===== src/rtl/accel_pkg.sv =====
// Shared accelerator definitions: default MXU/memory geometry, result-drain FSM states,
// and the helper that locates one element inside the flattened result vector.
package accel_pkg;

  localparam int DEF_NUM_SIZE      = 16;
  localparam int DEF_GRID_SIZE     = 2;
  localparam int DEF_ADDR_W        = 5;
  localparam int DEF_MEM_W         = 8;
  localparam int DEF_SETTLE_CYCLES = 3;

  typedef enum logic [2:0] {
    IDLE    = 3'd0,
    SETTLE  = 3'd1,
    CAPTURE = 3'd2,
    WRITE   = 3'd3,
    DONE    = 3'd4
  } drain_state_e;

  // Element k (row-major: row*GRID_SIZE+col) starts at bit k*width.
  function automatic int elem_lo(input int k, input int width);
    return k * width;
  endfunction

endpackage


===== src/rtl/drain_convert.sv =====
// Combinational NUM_SIZE -> MEM_W element conversion, 0 cycles, no flow control.
// Truncates by default; DRAIN_SATURATE_EN clamps signed values to the signed MEM_W range.
module drain_convert #(
  parameter int NUM_SIZE = 16,
  parameter int MEM_W    = 8
) (
  input  logic [NUM_SIZE-1:0] din,
  output logic [MEM_W-1:0]    dout
);

`ifdef DRAIN_SATURATE_EN
  localparam logic signed [NUM_SIZE-1:0] MAX_V = NUM_SIZE'((1 << (MEM_W - 1)) - 1);
  localparam logic signed [NUM_SIZE-1:0] MIN_V = -MAX_V - NUM_SIZE'(1);

  always_comb begin
    if ($signed(din) > MAX_V) begin
      dout = {1'b0, {(MEM_W-1){1'b1}}};
    end else if ($signed(din) < MIN_V) begin
      dout = {1'b1, {(MEM_W-1){1'b0}}};
    end else begin
      dout = din[MEM_W-1:0];
    end
  end
`else
  logic unused_hi;

  assign dout      = din[MEM_W-1:0];
  assign unused_hi = ^din[NUM_SIZE-1:MEM_W];
`endif

endmodule


===== src/rtl/mxu_result_drain.sv =====
// Drains the MXU result tile to memory: settle, snapshot, then one valid/ready write per element.
// Start-to-done is SETTLE_CYCLES+GRID_SIZE^2+2 cycles when unstalled; DRAIN_SATURATE_EN selects clamping.
module mxu_result_drain
  import accel_pkg::*;
#(
  parameter int NUM_SIZE      = DEF_NUM_SIZE,
  parameter int GRID_SIZE     = DEF_GRID_SIZE,
  parameter int ADDR_W        = DEF_ADDR_W,
  parameter int MEM_W         = DEF_MEM_W,
  parameter int SETTLE_CYCLES = DEF_SETTLE_CYCLES
) (
  input  logic                                  clk,
  input  logic                                  rst,
  input  logic                                  start,
  input  logic [ADDR_W-1:0]                     base_addr,
  input  logic [NUM_SIZE*GRID_SIZE*GRID_SIZE-1:0] result_in,
  output logic                                  wr_valid,
  output logic [ADDR_W-1:0]                     wr_addr,
  output logic [MEM_W-1:0]                      wr_data,
  input  logic                                  wr_ready,
  output logic                                  busy,
  output logic                                  done
);

  localparam int ELEMS = GRID_SIZE * GRID_SIZE;
  localparam int IDX_W = (ELEMS > 1) ? $clog2(ELEMS) : 1;
  localparam int CNT_W = (SETTLE_CYCLES > 1) ? $clog2(SETTLE_CYCLES) : 1;
  localparam logic [IDX_W-1:0] LAST_IDX    = IDX_W'(ELEMS - 1);
  localparam logic [CNT_W-1:0] SETTLE_LOAD = CNT_W'(SETTLE_CYCLES - 1);

  drain_state_e        state_q, state_d;
  logic [CNT_W-1:0]    cnt_q, cnt_d;
  logic [IDX_W-1:0]    idx_q, idx_d;
  logic [ADDR_W-1:0]   base_q, base_d;
  logic [NUM_SIZE-1:0] snap_q [ELEMS];
  logic [NUM_SIZE-1:0] snap_d [ELEMS];
  logic [MEM_W-1:0]    conv_dat;

  always_ff @(posedge clk) begin
    if (rst) begin
      state_q <= IDLE;
      cnt_q   <= '0;
      idx_q   <= '0;
      base_q  <= '0;
      for (int k = 0; k < ELEMS; k++) begin
        snap_q[k] <= '0;
      end
    end else begin
      state_q <= state_d;
      cnt_q   <= cnt_d;
      idx_q   <= idx_d;
      base_q  <= base_d;
      for (int k = 0; k < ELEMS; k++) begin
        snap_q[k] <= snap_d[k];
      end
    end
  end

  always_comb begin
    state_d = state_q;
    cnt_d   = cnt_q;
    idx_d   = idx_q;
    base_d  = base_q;
    for (int k = 0; k < ELEMS; k++) begin
      snap_d[k] = snap_q[k];
    end
    unique case (state_q)
      IDLE: begin
        if (start) begin
          base_d  = base_addr;
          cnt_d   = SETTLE_LOAD;
          state_d = SETTLE;
        end
      end
      SETTLE: begin
        if (cnt_q == '0) begin
          state_d = CAPTURE;
        end else begin
          cnt_d = cnt_q - CNT_W'(1);
        end
      end
      CAPTURE: begin
        // Whole tile is frozen here so late MXU activity cannot corrupt the writes.
        for (int k = 0; k < ELEMS; k++) begin
          snap_d[k] = result_in[elem_lo(k, NUM_SIZE) +: NUM_SIZE];
        end
        idx_d   = '0;
        state_d = WRITE;
      end
      WRITE: begin
        if (wr_ready) begin
          if (idx_q == LAST_IDX) begin
            state_d = DONE;
          end else begin
            idx_d = idx_q + IDX_W'(1);
          end
        end
      end
      DONE:    state_d = IDLE;
      default: state_d = IDLE;
    endcase
  end

  drain_convert #(
    .NUM_SIZE (NUM_SIZE),
    .MEM_W    (MEM_W)
  ) u_convert (
    .din  (snap_q[idx_q]),
    .dout (conv_dat)
  );

  always_comb begin
    wr_valid = 1'b0;
    wr_addr  = '0;
    wr_data  = '0;
    busy     = (state_q != IDLE);
    done     = (state_q == DONE);
    if (state_q == WRITE) begin
      wr_valid = 1'b1;
      wr_addr  = base_q + ADDR_W'(idx_q);
      wr_data  = conv_dat;
    end
  end

endmodule

===== config.mk =====
export PLATFORM = sky130hd
export DESIGN_NAME = mxu_result_drain
export DESIGN_NICKNAME = d
export VERILOG_FILES = /design/src/rtl/accel_pkg.sv /design/src/rtl/drain_convert.sv /design/src/rtl/mxu_result_drain.sv
export SDC_FILE = /design/constraint.sdc
export NUM_CORES = 1
export LEC_CHECK = 0
export ABC_AREA = 0
export CAP_MARGIN = 40
export CORE_MARGIN = 3
export CORE_UTILIZATION = 30
export CTS_CLUSTER_SIZE = 16
export DETAILED_ROUTE_END_ITERATION = 10
export PLACE_DENSITY_LB_ADDON = 0.15
export REMOVE_ABC_BUFFERS = 1
export SETUP_SLACK_MARGIN = 0.2
export SLEW_MARGIN = 40
export SYNTH_ARGS = -nofsm -noshare
export SYNTH_HDL_FRONTEND = slang
export SYNTH_HIERARCHICAL = 1
export SYNTH_SLANG_ARGS = --single-unit

===== constraint.sdc =====
create_clock -name clk -period 4.23 [get_ports clk]
set_clock_uncertainty 0.1 [all_clocks]
set_input_delay 1.269 -clock clk [delete_from_list [all_inputs] [get_ports clk]]
set_output_delay 1.269 -clock clk [all_outputs]
set_load 0.005 [all_outputs]

==> Word-level counts from Yosys, hierarchy flattened <==
Memories as Yosys holds them, arrays and structs flattened. A register that Yosys moved wholly into a read port is not among the register bits.
Index checks and enable logic that the tools add are counted.
{ "op_classes": {"mux": 24, "n_addsub": 3, "n_eq_ne": 12, "bitwise_logic": 4, "reduce_logical": 10} }
{ "ops": {"columns": ["operator", "count"], "rows": [
  ["$mux W16", 4],
  ["$mux W64", 1],
  ["$mux W2", 6],
  ["$mux W3", 4],
  ["$ne A2 B2 Y1 const B", 6],
  ["$pmux W3 S4", 1],
  ["$mux W8", 1],
  ["$pmux W2 S2", 2],
  ["$eq A3 B2 Y1 const B", 2],
  ["$reduce_and A3 Y1", 2],
  ["$add A5 B2 Y5", 1],
  ["$mux W5", 1],
  ["$mux W1", 4],
  ["$or A1 B1 Y1", 4],
  ["$reduce_and A2 Y1", 2],
  ["$reduce_and A4 Y1", 1],
  ["$reduce_bool A2 Y1", 2],
  ["$eq A3 B1 Y1 const B", 1],
  ["$eq A3 B3 Y1 const B", 1],
  ["$logic_not A3 Y1", 1],
  ["$reduce_bool A3 Y1", 1],
  ["$add A2 B1 Y2 const B", 1],
  ["$eq A2 B2 Y1 const B", 1],
  ["$logic_not A2 Y1", 1],
  ["2 further kinds", 2]
]} }
{ "totals": {"ramBits": 64, "memories": 1, "out_inout_bits": 16, "wordCells": 58, "in_bits": 73, "ff_bits": 12} }
{ "mem_list": {"columns": ["name", "words", "word_bits", "rd", "rd_clocked_by_memory_dff", "write_ports", "line_no", "text"], "rows": [
  ["snap_q", 4, 16, 1, 1, 4, "mxu_result_drain.sv:35", "logic [NUM_SIZE-1:0] snap_q [ELEMS];"]
]} }

==> Depth between registers and ports, before layout <==
Gate-level depths: netlist of run 1.
{ "depth": {"ltp_word": 6, "ltp_mapped": 5, "depth_no_buf": 5} }

==> By module <==
The synthesis of run 1 kept the hierarchy.
{ "modules_own_cells": {"columns": ["module", "seq_area_each_um2", "cells_per_inst", "area_per_inst_um2", "instances"], "rows": [
  ["mxu_result_drain", 2202.1, 243, 3543.4, 1],
  ["drain_convert", 0.0, 8, 60.1, 1]
]} }

==> Least setup slack after synthesis of run 1 <==
No wires, ideal clock.
{ "synth_path": {"path_type": "reg2reg", "startpoint": "register state_q[2]", "endpoint": "memory snap_q[0][0], enable pin", "stages_incl_launch_ff": 4, "arrival_ps": 3634, "required_ps": 3631, "setup_time_ps": 499, "setup_slack_ps": -3, "path_buffers": 1, "path_cell_list": "dfxtp_1 buf_6 nand2b_1 o21bai_1"} }
{ "synth_rtl": {"columns": ["element", "line_no", "text"], "rows": [
  ["start: declaration", "mxu_result_drain.sv:31", "drain_state_e state_q, state_d;"],
  ["start signal: assignment", "mxu_result_drain.sv:49", "state_q <= state_d;"],
  ["end: declaration", "mxu_result_drain.sv:35", null]
]} }

==> Final worst setup path of run 1 <==
{ "layout_path": {"startpoint": "register state_q[0]", "endpoint": "output wr_data[4]"} }
{ "layout_via": {"elab_chain_cells": 2} }
{ "layout_lines": {"columns": ["element", "line_no", "text"], "rows": [
  ["$eq A3 B2 Y1", "mxu_result_drain.sv:118", "if (state_q == WRITE) begin"],
  ["$mux W8", "mxu_result_drain.sv:118", null],
  ["end: declaration", "mxu_result_drain.sv:19", "output logic [MEM_W-1:0] wr_data,"]
]} }
No other way between the ends.

==> results.md, run 1 <==
- Post-layout net count: between 300 and 400
- Tot Pwr: around 1.0 mW
- Period utilization: between 80% and 90%
- Num Clock Sinks: 46
- Rows: 31
- RR Startpoint: state_q[1]
- Vias per Instance: around 4.3
- CTS Hold Bufs: 0
- Reg2reg end: snap_q[2][1]
- Clock slew at reported path FFs: 0.09 ns
- Root Driver: clkbuf_8
- Crit start category: flop
- Dpl cell area: 2870 sq um
- Post-Route WL: 4070 microns
- Cts bufs inserted: 5
- Vias in the first global route: ~1400
- Max rail drop VDD: 0.121 mV
- DRC: 0
- Syn Inst Count: between 150 and 200
- Die width: about 93 microns
- Arr. time, crit path: 2.26 ns
- Hold WC Path Type: reg -> reg
- Internal power: ~760 uW
- First-pass GRT wire length: approximately 7000 microns
- Critical path fanouts, max: 13
- WL/cell: 12.6 microns
- Total GRT Usage: a little over a tenth
- Ys Warns: 6
- H-tree levels: 2
- Global route overflow: 0
- Worst setup margin: roughly 0.60 ns
- Worst path required time: ~2.9 ns
- Worst Hold End: base_q[0]
- Status: complete, no violations
- Die area: about 8600 sq um
- Design area: approximately 3000 sq um
- RSZ-0062 raised after global routing: no
- Avg Inst Size Synth: 12.6 sq um
- Sw frac: approximately a quarter
- Power Density: 340 nW/um^2
- Total number of vias: 1388
- IO Pins: 89
- CTS Buffer Depth: 2
- Setup slack, reg-to-reg: 2.36 ns
- Layout cell share with drive strength beyond 1: approximately 11%
- Total core area: around 7300 sq um
- Minimum clock period: roughly 3.6 ns
- Clk_lat worst skew: 0.29 ns
- Post-cts resize count: 0
- Comb pwr share: 17.3%
- Post-CTS setup buffer count: 0
- Pins Over Slew Limit: 0
- DP Wirelength: between 3000 and 4000 microns
- N_diodes: 0
- Initial antenna violation count: 0
- Reg power frac: 57.0%
- Clock network power share: between 20% and 30%
- Fmax: around 280 MHz
- Pin count of the biggest net entering global routing: 21
- DR pass1 iterations: 4
- R2R cell count: 3
- Worst slew pin tran: ~0.65 ns
- Worst hold path startpoint: base_q[0]
- Hold_ws: between 0.4 and 0.5 ns
- Crit end category: output pin
- Routed Antenna Nets: 0
- Port bufs: 56
- Final hold vios: 0
- Final setup vio count: 0
- Die H: 92.8 microns
- Psw: roughly 240 uW
- Hold path depth: 2
- Syn-to-layout area delta: 30.5%
- Max Cap Violations: 0
- Leakage: between 1 and 1.5 nW
- Setup TNS: 0 ns
- Initial Utilization: a little under a third
- Dpl ws: roughly 0.85 ns
- Placer congestion estimate: 0.709
- DRT iter0 DRCs: between 40 and 50
- Slew headroom: 56.9%
- Crit Path Category: reg -> out
- Cell Area, Synth: around 2300 sq um
- CTS tree: built
final cells by class:
class	instances	area, sq um
Fill cell	734	4340
Clock buffer	6	72.6
Sequential cell	46	1240
Clock inverter	2	13.8
Multi-Input combinational cell	106	880
Inverter	4	15.0
Tap cell	99	124
Timing Repair Buffer	60	606
state kept, by name, summed over array words and instances, names as in the netlist, named ones only:
signal   count
state_q      3
base_q       5
cnt_q        2
idx_q        2
snap_q      32
worst max-delay path, cell delays in order, from the launching register on:
cell	delay (ns)
dfxtp_1	0.74
nand3b_4	0.19
inv_1	0.34
and2_1	0.21
clkdlybuf4s50_1	0.51
cells in the final DEF, fill, tap and decap left out, types with 2 or more instances in the layout:
master,count
and2_1,42
clkbuf_8,5
a21oi_1,4
dfxtp_1,14
nand3_1,3
clkdlybuf4s50_1,56
or3_1,2
a211oi_1,3
inv_1,4
edfxtp_1,32
nor3_1,2
mux4_2,8
ha_1,4
o21ai_0,2
nand2b_1,3
nand2_1,5
mux2i_1,5
buf_6,2
nor2_1,8
through the flow:
| step | cells | utilization, % |
|---|---|---|
| after global routing | 323 | 40.5 |
| after detailed placement | 315 | 39.3 |
| after floorplan | 156 | - |
| after global placement | 312 | 38.8 |
| final | 323 | 40.5 |
| after CTS | 323 | 40.5 |
per-layer routing:
| layer | global-route usage (%) | wire, microns |
|---|---|---|
| met2 | 17.5 | 1980 |
| met3 | 3.25 | 248 |
| met4 | 2.93 | 27 |
| met5 | 0 | 0 |
| met1 | 12.9 | 1820 |
worst max path at each step:
stage                     from            to  depth (start not counted)
global placement    state_q[0]    wr_data[4]                          4
floorplan           state_q[1]  snap_q[0][0]                          2
global route        state_q[0]    wr_data[4]                          4
detailed placement  state_q[0]    wr_data[4]                          4
CTS                 state_q[0]    wr_data[4]                          4
finish              state_q[0]    wr_data[4]                          4
power by group through the flow:
| stage | clock [mW] | sequential (mW) | combinational (mW) |
|---|---|---|---|
| 5_1_grt | 0.288 | 0.580 | 0.196 |
| 3_3_place_gp | 0 | 0.583 | 0.169 |
| 6_report | 0.258 | 0.573 | 0.174 |
| 4_1_cts | 0.270 | 0.574 | 0.179 |
| 2_1_floorplan | 0 | 0.576 | 0.0945 |
| 3_5_place_dp | 0 | 0.584 | 0.178 |
Power figures use the tool's default switching activity.
==> inputs of run 2 (changes only) <==
--- a/config.mk
+++ b/config.mk
@@ -7,13 +7,14 @@
 export LEC_CHECK = 0
 export ABC_AREA = 0
 export CAP_MARGIN = 40
+export CORE_ASPECT_RATIO = 1.5
 export CORE_MARGIN = 3
 export CORE_UTILIZATION = 30
 export CTS_CLUSTER_SIZE = 16
 export DETAILED_ROUTE_END_ITERATION = 10
 export PLACE_DENSITY_LB_ADDON = 0.15
 export REMOVE_ABC_BUFFERS = 1
-export SETUP_SLACK_MARGIN = 0.2
+export SETUP_SLACK_MARGIN = 0.05
 export SLEW_MARGIN = 40
 export SYNTH_ARGS = -nofsm -noshare
 export SYNTH_HDL_FRONTEND = slang
==> run 2 against run 1 <==
  * Worst hold slack lost 0.0042 ns
  * Combinational power is essentially flat
  * Worst setup slack gained 0.027 ns
==> results.md, run 2 (synthesized netlist as in run 1, its figures left out) <==
- Status: complete, no violations
- Crit start category: flop
- Global route overflow: 0 (unchanged)
- Initial Utilization: 31.1% (+0.075 points)
- Arr. time, crit path: 2.24 ns (-0.02 ns)
- Die H: 112 microns (+21%)
- Setup TNS: 0 ns (unchanged)
- Power Density: 337 nW/um^2 (-0.93%)
- Worst slew pin tran: 0.632 ns (-0.0133 ns)
- Worst path required time: 2.86 ns (about the same)
- Max Cap Violations: 0 (unchanged)
- Post-Route Utilization: 40.4% (-0.057 points)
- Layout cell share with drive strength beyond 1: 9.46% (-1.3 points)
- CTS tree: built
- Slowest stage cell, crit path: dfxtp_1
- Post-CTS setup buffer count: 0 (unchanged)
- Die area: 8640 sq um (+0.25%)
- Largest regs: snap_q (32), base_q (5), state_q (3)
- Dpl cell area: 2860 sq um (about the same)
- Pin count of the biggest net entering global routing: 33 (+57%)
- Root Driver: clkbuf_8
- N_diodes: 0 (unchanged)
- Clk_lat worst skew: 0.28 ns (about the same)
- Crit path buffers/inverters: 2 (unchanged)
- Final setup vio count: 0 (unchanged)
- Crit Path Category: reg -> out
- Total GRT Usage: 9.86% (-0.55 points)
- Fmax: 277 MHz (+0.74%)
- Critical path fanouts, max: 13 (unchanged)
- Minimum clock period: 3.61 ns (-0.0266 ns)
- Total core area: 7270 sq um (-0.24%)
- Crit end category: output pin
- Design area: 2940 sq um (-0.38%)
- Leakage: 1.08 nW (-0.77%)
- Hold_ws: 0.410 ns (-0.00423 ns)
- RSZ-0062 raised after global routing: no
- Max rail drop VDD: 0.151 mV (+25%)
- Placer congestion estimate: 0.737 (+3.9%)
- Max reg flops: 32 (unchanged)
- Hold WC Path Type: reg -> reg
- Slowest cell delay on critical path: 0.73 ns (about the same)
- Routed Antenna Nets: 0 (unchanged)
- Final hold vios: 0 (unchanged)
- Cts bufs inserted: 5 (unchanged)
- First-pass GRT wire length: 6660 microns (-4.9%)
- WL/cell: 12.3 microns (-2.0%)
- Vias in the first global route: 1367 (-4.5%)
- Register area: 1240 sq um (unchanged)
- Slew headroom: 57.8% (+0.89 points)
- Total number of vias: 1373 (-1.1%)
- Post-layout net count: 300 (-0.33%)
- Top reg by flops: snap_q
- Port bufs: 56 (unchanged)
- Rows: 38 (+23%)
- DRC: 0 (unchanged)
- Num Clock Sinks: 46 (unchanged)
- Syn-to-layout area delta: 30.0%
- CTS Buffer Depth: 2 (unchanged)
- Die width: 76.9 microns (-17%)
- CTS Hold Bufs: 0 (unchanged)
- Commonest non-fill, non-tap cells in the layout: clkdlybuf4s50_1 (56), and2_1 (42), edfxtp_1 (32), dfxtp_1 (14)
- DRT iter0 DRCs: 50 (+22%)
- IO Pins: 89 (unchanged)
- Period utilization: 85.3% (-0.63 points)
- Pins Over Slew Limit: 0 (unchanged)
- Commonest non-fill, non-tap cell in the layout: clkdlybuf4s50_1
- Clock slew at reported path FFs: 0.08 ns (about the same)
- Post-cts resize count: 0 (unchanged)
- Vias per Instance: 4.26 (-0.77%)
- Delay-heaviest family, CP: buffers and inverters
- Post-Route WL: 3970 microns (-2.3%)
- DP Wirelength: 2860 microns (-5.6%)
- DR pass1 iterations: 4 (unchanged)
- H-tree levels: 2 (unchanged)
- Area occupied by multi-input gates: 880 sq um (unchanged)
- Initial antenna violation count: 0 (unchanged)
- Filler Cells Inserted: 720 (-1.9%)
- CP cell instances: nand3b_4 -> inv_1 -> and2_1 -> clkdlybuf4s50_1
## run 2: cell count changes in the layout (fill, tap and decap cells not counted), sizes merged
cell,change
clkbuf,+1
buf,-1
clkinv,-2
## run 2: worst paths after layout
check	cells after the start	end	start	slack, ns
setup / recovery	4	wr_data[7]	state_q[0]	0.62
hold / removal	3	cnt_q[0]	cnt_q[0]	0.41
setup reg to reg	3	snap_q[1][7]	state_q[1]	2.34
hold reg to reg	3	cnt_q[0]	cnt_q[0]	0.41
## run 2: worst reg2reg max path: stages, from the launching register on
cell      delay, ns
dfxtp_1        0.55
nand2b_1       0.25
o21bai_4       0.47
buf_16         0.22
## run 2: cell type report
class                   count  area share (%)
clock buffers               7            2.60
repair buffers             59            20.5
inverters                   4           0.511
flip-flops and latches     46            42.2
well taps                 100            4.26
multi-input cells         106            29.9
## run 2: routing by layer
metal	vias up	wire length, microns	track usage, %
met3	6	214	2.41
met1	623	1650	11.8
li1	699	-	-
met2	45	2040	16.9
met5	-	0	0
met4	0	70	3.99
## run 2: report_power, final
part,total [mW],internal [mW],switching (mW)
combinational,0.175,0.106,0.0690
sequential,0.572,0.539,0.0331
clock,0.245,0.114,0.131
total,0.991,0.758,0.233
## run 2: stage by stage
stage	total power, mW	cells	worst slack [ns]
floorplan	0.670	156	1.46
global placement	0.753	314	0.885
detailed placement	0.763	315	0.871
CTS	1.02	322	0.547
global route	1.05	322	0.396
finish	0.991	322	0.624
